<file path="src/rtl/unified_mem_ctrl_pkg.sv">
// Shared definitions for the unified memory controller: FSM states, port IDs
// and the byte-to-word address offset.
package unified_mem_ctrl_pkg;

  typedef enum logic [1:0] {
    IDLE   = 2'd0,
    ACCESS = 2'd1,
    DONE   = 2'd2
  } memStateT;

  typedef enum logic {
    INSTR = 1'b0,
    DATA  = 1'b1
  } portIdT;

  localparam int WORD_LSB = 2;

  function automatic portIdT otherPort(portIdT p);
    return (p == INSTR) ? DATA : INSTR;
  endfunction

endpackage

</file>
<file path="src/rtl/unified_mem_ctrl_if.sv">
// Core-side bus of the unified memory: fetch port, load/store port and stall.
interface unified_mem_ctrl_if #(
  parameter int ADDR_W = 32,
  parameter int DATA_W = 32
);
  logic              i_req;
  logic [ADDR_W-1:0] i_addr;
  logic [DATA_W-1:0] i_rdata;
  logic              i_valid;
  logic              d_req;
  logic              d_we;
  logic [ADDR_W-1:0] d_addr;
  logic [DATA_W-1:0] d_wdata;
  logic [DATA_W-1:0] d_rdata;
  logic              d_valid;
  logic              stall;

  modport master (
    output i_req, i_addr, d_req, d_we, d_addr, d_wdata,
    input  i_rdata, i_valid, d_rdata, d_valid, stall
  );

  modport slave (
    input  i_req, i_addr, d_req, d_we, d_addr, d_wdata,
    output i_rdata, i_valid, d_rdata, d_valid, stall
  );
endinterface

</file>
<file path="src/rtl/unified_mem_ctrl_array.sv">
// Shared word array: synchronous write, combinational read, contents never reset.
module mem_word_array #(
  parameter int DATA_W = 32,
  parameter int DEPTH  = 64
) (
  input  logic                     clk,
  input  logic                     we,
  input  logic [$clog2(DEPTH)-1:0] idx,
  input  logic [DATA_W-1:0]        wd,
  output logic [DATA_W-1:0]        rd
);
  logic [DATA_W-1:0] mem [DEPTH];

  always_ff @(posedge clk) begin
    if (we) mem[idx] <= wd;
  end

  always_comb rd = mem[idx];
endmodule

</file>
<file path="src/rtl/unified_mem_ctrl.sv">
// Unified instruction/data memory: round-robin arbitration between fetch and
// load/store ports, fixed wait states per access, and a core stall output.
module unified_mem_ctrl
  import unified_mem_ctrl_pkg::*;
#(
  parameter int DATA_W      = 32,
  parameter int ADDR_W      = 32,
  parameter int DEPTH       = 64,
  parameter int WAIT_CYCLES = 2
) (
  input logic               clk,
  input logic               reset,
  unified_mem_ctrl_if.slave bus
);
  localparam int IDX_W = $clog2(DEPTH);

  memStateT          state, nextState;
  portIdT            grantPort, lastGrant, reqPort;
  logic [3:0]        cnt;
  logic [ADDR_W-1:0] addrReg;
  logic              weReg;
  logic [DATA_W-1:0] wdataReg;
  logic [DATA_W-1:0] iRdata, dRdata;
  logic              anyReq, grantNow, inRange, commitNow;
  logic              iValid, dValid;
  logic [IDX_W-1:0]  arrIdx;
  logic [DATA_W-1:0] arrRd, readWord;
  logic              arrWe;

  always_ff @(posedge clk or posedge reset) begin
    if (reset) state <= IDLE;
    else       state <= nextState;
  end

  always_comb begin
    nextState = state;
    case (state)
      IDLE:    if (anyReq) nextState = ACCESS;
      ACCESS:  if (cnt == '0) nextState = DONE;
      DONE:    nextState = IDLE;
      default: nextState = IDLE;
    endcase
  end

  always_comb begin
    iValid      = (state == DONE) && (grantPort == INSTR);
    dValid      = (state == DONE) && (grantPort == DATA);
    bus.i_valid = iValid;
    bus.d_valid = dValid;
    bus.i_rdata = iRdata;
    bus.d_rdata = dRdata;
    bus.stall   = (bus.i_req & ~iValid) | (bus.d_req & ~dValid);
  end

  // Contention goes to whichever port was not served last; lastGrant resets
  // to INSTR so DATA wins the first tie.
  always_comb begin
    anyReq   = bus.i_req | bus.d_req;
    grantNow = (state == IDLE) && anyReq;
    if (bus.i_req && bus.d_req) reqPort = otherPort(lastGrant);
    else if (bus.d_req)         reqPort = DATA;
    else                        reqPort = INSTR;
  end

  always_comb begin
    arrIdx    = addrReg[IDX_W+WORD_LSB-1:WORD_LSB];
    inRange   = (addrReg >> (IDX_W + WORD_LSB)) == '0;
    commitNow = (state == ACCESS) && (cnt == '0);
    arrWe     = commitNow && weReg && inRange;
    readWord  = inRange ? arrRd : '0;
  end

  mem_word_array #(
    .DATA_W (DATA_W),
    .DEPTH  (DEPTH)
  ) uArray (
    .clk (clk),
    .we  (arrWe),
    .idx (arrIdx),
    .wd  (wdataReg),
    .rd  (arrRd)
  );

  always_ff @(posedge clk or posedge reset) begin
    if (reset) begin
      grantPort <= INSTR;
      lastGrant <= INSTR;
      cnt       <= '0;
      addrReg   <= '0;
      weReg     <= 1'b0;
      wdataReg  <= '0;
      iRdata    <= '0;
      dRdata    <= '0;
    end else if (grantNow) begin
      grantPort <= reqPort;
      addrReg   <= (reqPort == DATA) ? bus.d_addr : bus.i_addr;
      weReg     <= (reqPort == DATA) && bus.d_we;
      wdataReg  <= bus.d_wdata;
      cnt       <= 4'(WAIT_CYCLES);
    end else if (state == ACCESS) begin
      if (cnt != '0) begin
        cnt <= cnt - 4'd1;
      end else begin
        lastGrant <= grantPort;
        if (!weReg) begin
          if (grantPort == DATA) dRdata <= readWord;
          else                   iRdata <= readWord;
        end
      end
    end
  end
endmodule

</file>
<file path="src/flat_wrapper.sv">
// flat-port wrapper written by rule: the top's interface ports become plain ports
module unified_mem_ctrl_flat import unified_mem_ctrl_pkg::*;
#(
  parameter int DATA_W      = 32,
  parameter int ADDR_W      = 32,
  parameter int DEPTH       = 64,
  parameter int WAIT_CYCLES = 2
)
  (clk, reset, bus_i_req, bus_i_addr, bus_d_req, bus_d_we, bus_d_addr, bus_d_wdata, bus_i_rdata, bus_i_valid, bus_d_rdata, bus_d_valid, bus_stall);
  unified_mem_ctrl_if #(.ADDR_W(ADDR_W), .DATA_W(DATA_W)) bus_i ();
  input logic clk;
  input logic reset;
  input wire logic [$bits(bus_i.i_req)-1:0] bus_i_req;
  input wire logic [$bits(bus_i.i_addr)-1:0] bus_i_addr;
  input wire logic [$bits(bus_i.d_req)-1:0] bus_d_req;
  input wire logic [$bits(bus_i.d_we)-1:0] bus_d_we;
  input wire logic [$bits(bus_i.d_addr)-1:0] bus_d_addr;
  input wire logic [$bits(bus_i.d_wdata)-1:0] bus_d_wdata;
  output wire logic [$bits(bus_i.i_rdata)-1:0] bus_i_rdata;
  output wire logic [$bits(bus_i.i_valid)-1:0] bus_i_valid;
  output wire logic [$bits(bus_i.d_rdata)-1:0] bus_d_rdata;
  output wire logic [$bits(bus_i.d_valid)-1:0] bus_d_valid;
  output wire logic [$bits(bus_i.stall)-1:0] bus_stall;
  assign bus_i.i_req = bus_i_req;
  assign bus_i.i_addr = bus_i_addr;
  assign bus_i.d_req = bus_d_req;
  assign bus_i.d_we = bus_d_we;
  assign bus_i.d_addr = bus_d_addr;
  assign bus_i.d_wdata = bus_d_wdata;
  assign bus_i_rdata = bus_i.i_rdata;
  assign bus_i_valid = bus_i.i_valid;
  assign bus_d_rdata = bus_i.d_rdata;
  assign bus_d_valid = bus_i.d_valid;
  assign bus_stall = bus_i.stall;
  unified_mem_ctrl #(.DATA_W(DATA_W), .ADDR_W(ADDR_W), .DEPTH(DEPTH), .WAIT_CYCLES(WAIT_CYCLES)) u_core (.clk(clk), .reset(reset), .bus(bus_i));
endmodule
</file>
<file path="config.mk">
export PLATFORM = sky130hd
export DESIGN_NAME = unified_mem_ctrl_flat
export DESIGN_NICKNAME = d
export VERILOG_FILES = /design/src/rtl/unified_mem_ctrl_pkg.sv /design/src/rtl/unified_mem_ctrl_if.sv /design/src/rtl/unified_mem_ctrl_array.sv /design/src/rtl/unified_mem_ctrl.sv /design/src/flat_wrapper.sv
export SDC_FILE = /design/constraint.sdc
export NUM_CORES = 2
export LEC_CHECK = 0
export BUFFER_PORTS_ARGS = -buffer_cell sky130_fd_sc_hd__buf_2
export CAP_MARGIN = 40
export CORE_MARGIN = 5
export CORE_UTILIZATION = 55
export DETAILED_ROUTE_END_ITERATION = 12
export GPL_TIMING_DRIVEN = 1
export PLACE_DENSITY = 0.7
export SLEW_MARGIN = 20
export SYNTH_ARGS = -nofsm -noshare
export SYNTH_HDL_FRONTEND = slang
export SYNTH_SLANG_ARGS = --single-unit
</file>
<file path="constraint.sdc">
create_clock -name clk -period 4.65 [get_ports clk]
set_input_delay 0.93 -clock clk [delete_from_list [all_inputs] [get_ports clk]]
set_output_delay 0.93 -clock clk [all_outputs]
set_load 0.02 [all_outputs]
</file>
# Word level (Yosys, flattened, before mapping)
# Memory sizes are Yosys's and may differ from the RTL's.
# Cells that the tools add are included.
# word_totals
register_bits,137
ram_bits,2048
inputBits,101
out_inout_bits,67
word_cells,57
memories,1
# memory_table
memory,words,width,rd,rd_clocked_by_memory_dff,wr,line,source
u_core.uArray.mem,64,32,1,0,1,unified_mem_ctrl_array.sv:12,logic [DATA_W-1:0] mem [DEPTH];
# classes
addsub,1
n_eq_ne,4
mux,13
bitwise_logic,10
reduce_logical,19
# op_table
op,n
two-way mux 32 bit,2
logical NOT 32 bit,1
two-way mux 4 bit,3
AND reduction 5 bit,2
logical AND 1 bit,8
inverter 1 bit,6
two-way mux 1 bit,5
logical NOT 4 bit,1
two-way mux 2 bit,2
one-hot mux 2 bit (2 select lines),1
AND reduction 2 bit,2
nonzero test 2 bit,2
nonzero test 4 bit,1
subtractor 4 x 1 -> 4 bit (second input constant),1
AND reduction 3 bit,1
AND 1 bit,2
== test 2 x 1 -> 1 bit (second input constant),1
== test 2 bit (second input constant),1
logical NOT 2 bit,1
!= test 2 x 1 -> 1 bit (second input constant),1
!= test 2 bit (second input constant),1
bitwise OR 1 bit,2

# Longest topological paths before layout
# depth
depth_word,6
mapped_depth,11
depth_no_buf,8

# Modules after synthesis
# From an unflattened synthesis, not the netlist that was laid out.
# unflattened
cells_unflattened,4741
area_unflattened_um2,84103.2
# modules_own_cells
module,n_inst,cells_each,area_each_um2
mem_word_array,1,4207,78287.6
unified_mem_ctrl,1,534,5815.6

# Worst setup path before layout
# OpenSTA, ideal clock, no wires.
# synth_timing
path_type,reg2reg
from,register u_core.addrReg[4]
to,memory u_core.uArray.mem[17][0] (enable)
setup_ps,421
arrival_ps,3010
t_required_ps,4229
slack_ps,1219
path_stages_with_launch,8
path_buffers,3
path_cell_list,dfrtp_1 > buf_4 > inv_2 > clkbuf_1 > buf_1 > and4_1 > nand2_1 > nor2_1
# synth_rtl
element,line,source
from (decl),unified_mem_ctrl.sv:20,logic [ADDR_W-1:0] addrReg;
from (signal assigned),unified_mem_ctrl.sv:96,addrReg <= (reqPort == DATA) ? bus.d_addr : bus.i_addr;
to (decl),unified_mem_ctrl_array.sv:12,
# Straight into the memory's write port.

# Final worst setup path
# layout_timing
from,register u_core.addrReg[2]
to,register u_core.iRdata[4] (netlist: u_core.bus.i_rdata[4])
# layout_between
elab_chain_cells,2
# layout_lines
element,line,source
memory read (64 x 32 bit),--,
two-way mux 32 bit,unified_mem_ctrl.sv:70,readWord = inRange ? arrRd : '0;
to (signal assigned),unified_mem_ctrl.sv:107,else iRdata <= readWord;
to (decl),unified_mem_ctrl.sv:23,"logic [DATA_W-1:0] iRdata, dRdata;"
# No other way between the ends.
# A chain may end at the register's enable or synchronous reset.

==> flow_metrics.tcl <==
set metrics [dict create \
    status "finished clean" \
    synthCells 5019 \
    critPathRequiredTime_ns 5.33 \
    synth.cell_area_sq_mm 0.0843 \
    htree_levels 4 \
    cts_made_buffers 202 \
    yosysTopAreaCell "edfxtp_1" \
    worstMarginPinSlew_ns 0.952 \
    die_h_um 401 \
    core-area_sq_mm 0.152 \
    drc 0 \
    synthTopCellsByCount "edfxtp_1, mux2i_1, nand2_1" \
    p_leak_nw 32.5 \
    clockRootBuffer "clkbuf_16" \
    initial_core_util_pct 55.4 \
    clkTransAtPathRegs_ns 0.06 \
    slew_violations 0 \
    ant_nets 0 \
    gp_congestion 0.863 \
    crit_fanout 27 \
    period_share_pct 86.4 \
    min_path_type "primary input to register" \
    grt_start_max_net_pins 147 \
    max_freq_ghz 0.249 \
    holdPathEnd "u_core.wdataReg[15]$_DFFE_PP0P_" \
    min_period_ns 4.02 \
    num_rows 143 \
    reg2reg_slack_ns 0.63 \
    fin_setup_tns_ns 0 \
    antenna_found_initial 19 \
    synthMostInstantiatedCell "edfxtp_1" \
    gr-total-overflow 0 \
    area_growth_pct 13.4 \
    vias 48859 \
    min_from "bus_d_wdata[15]" \
    netlist_top_cells_area "edfxtp_1, mux2i_1, dfrtp_1" \
    synth_seq_area_share_pct 77.0 \
    crit_path_start_kind "register" \
    drt-total-wl_um 225000 \
    drv_cap 0 \
    crit_arrival_ns 4.69 \
    yosysUniqueCellTypes 56 \
    via_per_inst 6.52 \
    syn_nets 5122 \
    synth_top_area_share_pct 73.0 \
    dp_cells 7093 \
    ys.flop_type "edfxtp_1" \
    dr.pass1.iters 6 \
    ctsResizeCount 0 \
    cts_tree "yes" \
    wl_per_cell_um 30.1 \
    ys_warn_count 0 \
    hold_ws_ns 0.305 \
    critical_path_class "register to register" \
    synth_seq_cells 2183 \
    async_flop_share_pct 6.18 \
    ir_drop_uv 515 \
    insertion_delay_ns 0.82 \
    drt_iter0_markers 6807 \
    synth_area_per_cell_sq_um 16.8 \
    die_area_sq_mm 0.161 \
    rsz0062_at_grt "no" \
    power.density_mw_per_mm2 641 \
    finalClockSkew_ns 0.0257 \
    synth_edf_count 2048 \
    dp_hpwl_um 126000 \
    rr_endpoint "u_core.bus.i_rdata[4]$_DFFE_PP0P_" \
    hold_depth 3 \
    cts_buffer_depth 3 \
    drive_above_1_share_pct 15.3 \
    finalSetupViolations 0 \
    track_usage_pct 27.3 \
    fp.dieW_um 401 \
    hold_violations 0 \
    grt_pass1_vias 46709 \
    io_buffers 163 \
    rr_worst_depth 8 \
    relSlewSlack_pct 36.0 \
    grt_pass1_wl_um 322000 \
    post_cts_buffers 0 \
    finalNetCount 5379 \
    cts_num_sinks 2183 \
    r2r-start "u_core.addrReg[2]$_DFFE_PP0P_" \
    end_kind "register" \
    final_cells 7490 \
    io_pins 168 \
]
==> registers in the layout, indices dropped and copies added, names as in the netlist <==
name                cells
u_core.state            2
u_core.uArray.mem    2048
u_core.grantPort        1
u_core.bus.i_rdata     32
u_core.cnt              4
u_core.addrReg         30
u_core.lastGrant        1
u_core.bus.d_rdata     32
u_core.weReg            1
u_core.wdataReg        32
==> power by group <==
group,leakage [nW],internal (mW),switching (mW)
combinational,9.12,6.01,13.8
sequential,20.2,24.5,0.828
clock,3.15,9.15,6.92
==> layer usage <==
metal,wire length (um),track usage [%],vias to the layer above
met2,104000,41.8,2961
li1,-,-,20742
met4,8620,11.3,4
met1,85800,38.0,24783
met3,26300,6.69,369
met5,25,0,-
==> layout make-up <==
| type | count | area [sq um] |
|---|---|---|
| diodes | 23 | 57.6 |
| clock buffers | 254 | 5460 |
| clock inverters | 111 | 947 |
| fillers | 10473 | 56500 |
| inverters | 161 | 614 |
| multi-input cells | 2311 | 17600 |
| flip-flops and latches | 2183 | 64900 |
| well taps | 2030 | 2540 |
| repair buffers | 417 | 3410 |
==> timing repair <==
item	in CTS	in global routing
hold buffers	0	1
setup endpoints to repair	0	0
endpoints found under the hold margin	0	2
==> layout by cell type, fill, tap and decap left out, drive strengths merged, types with 6 or more instances in the layout <==
master and n:
edfxtp 2048, mux2i 545, buf 415, nand2 364, o22ai 289, clkbuf 255
a221o 224, inv 164, o32ai 154, o21ai 150, dfrtp 135, nor2 130
a221oi 122, a21oi 114, clkinv 89, o31ai 78, o2111ai 26, and4bb 26
diode 23, bufinv 16, nor4 11, mux4 8, o22a 6, nand2b 6
==> cell families after synthesis <==
family	share of synthesized area [%]
flip-flops	77.0
AND/OR/NAND/NOR	3.06
AO/OA/AOI/OAI	10.4
XOR/XNOR	0.0312
buffers and inverters	2.78
adder cells (fa/ha/maj)	0.0297
multiplexers	6.69
==> worst max-delay path by stage <==
stage,end,start,depth (start not counted)
after floorplan,u_core.addrReg[10]$_DFFE_PP0P_,reset,1
after global placement,u_core.bus.d_rdata[4]$_DFFE_PP0P_,u_core.addrReg[2]$_DFFE_PP0P_,8
after detailed placement,u_core.bus.d_rdata[4]$_DFFE_PP0P_,u_core.addrReg[2]$_DFFE_PP0P_,8
after CTS,u_core.bus.d_rdata[4]$_DFFE_PP0P_,u_core.addrReg[2]$_DFFE_PP0P_,8
after global routing,u_core.bus.i_rdata[25]$_DFFE_PP0P_,u_core.addrReg[2]$_DFFE_PP0P_,8
final,u_core.bus.i_rdata[4]$_DFFE_PP0P_,u_core.addrReg[2]$_DFFE_PP0P_,8
==> critical path, cell delays in order, from the launching register on <==
cell       delay [ns]
dfrtp_2          0.91
buf_4            0.35
or2_2            0.53
buf_12           0.29
o32ai_1          0.12
o31ai_1          0.38
o2111ai_1        0.51
and4bb_1         0.58
o21ai_0          0.12
==> metrics by stage <==
step           instance area (sq um)  util (%)  total power, mW  setup WS [ns]
3_3_place_gp                   88800      58.4             44.4          0.786
3_5_place_dp                   89000      58.5             45.0          0.754
5_1_grt                        95600      62.8             63.1          0.590
4_1_cts                        95400      62.7             60.9          0.741
2_1_floorplan                  84300         -             36.6          0.109
6_report                       95600      62.9             61.2          0.633
(Power assumes the default switching activity.)
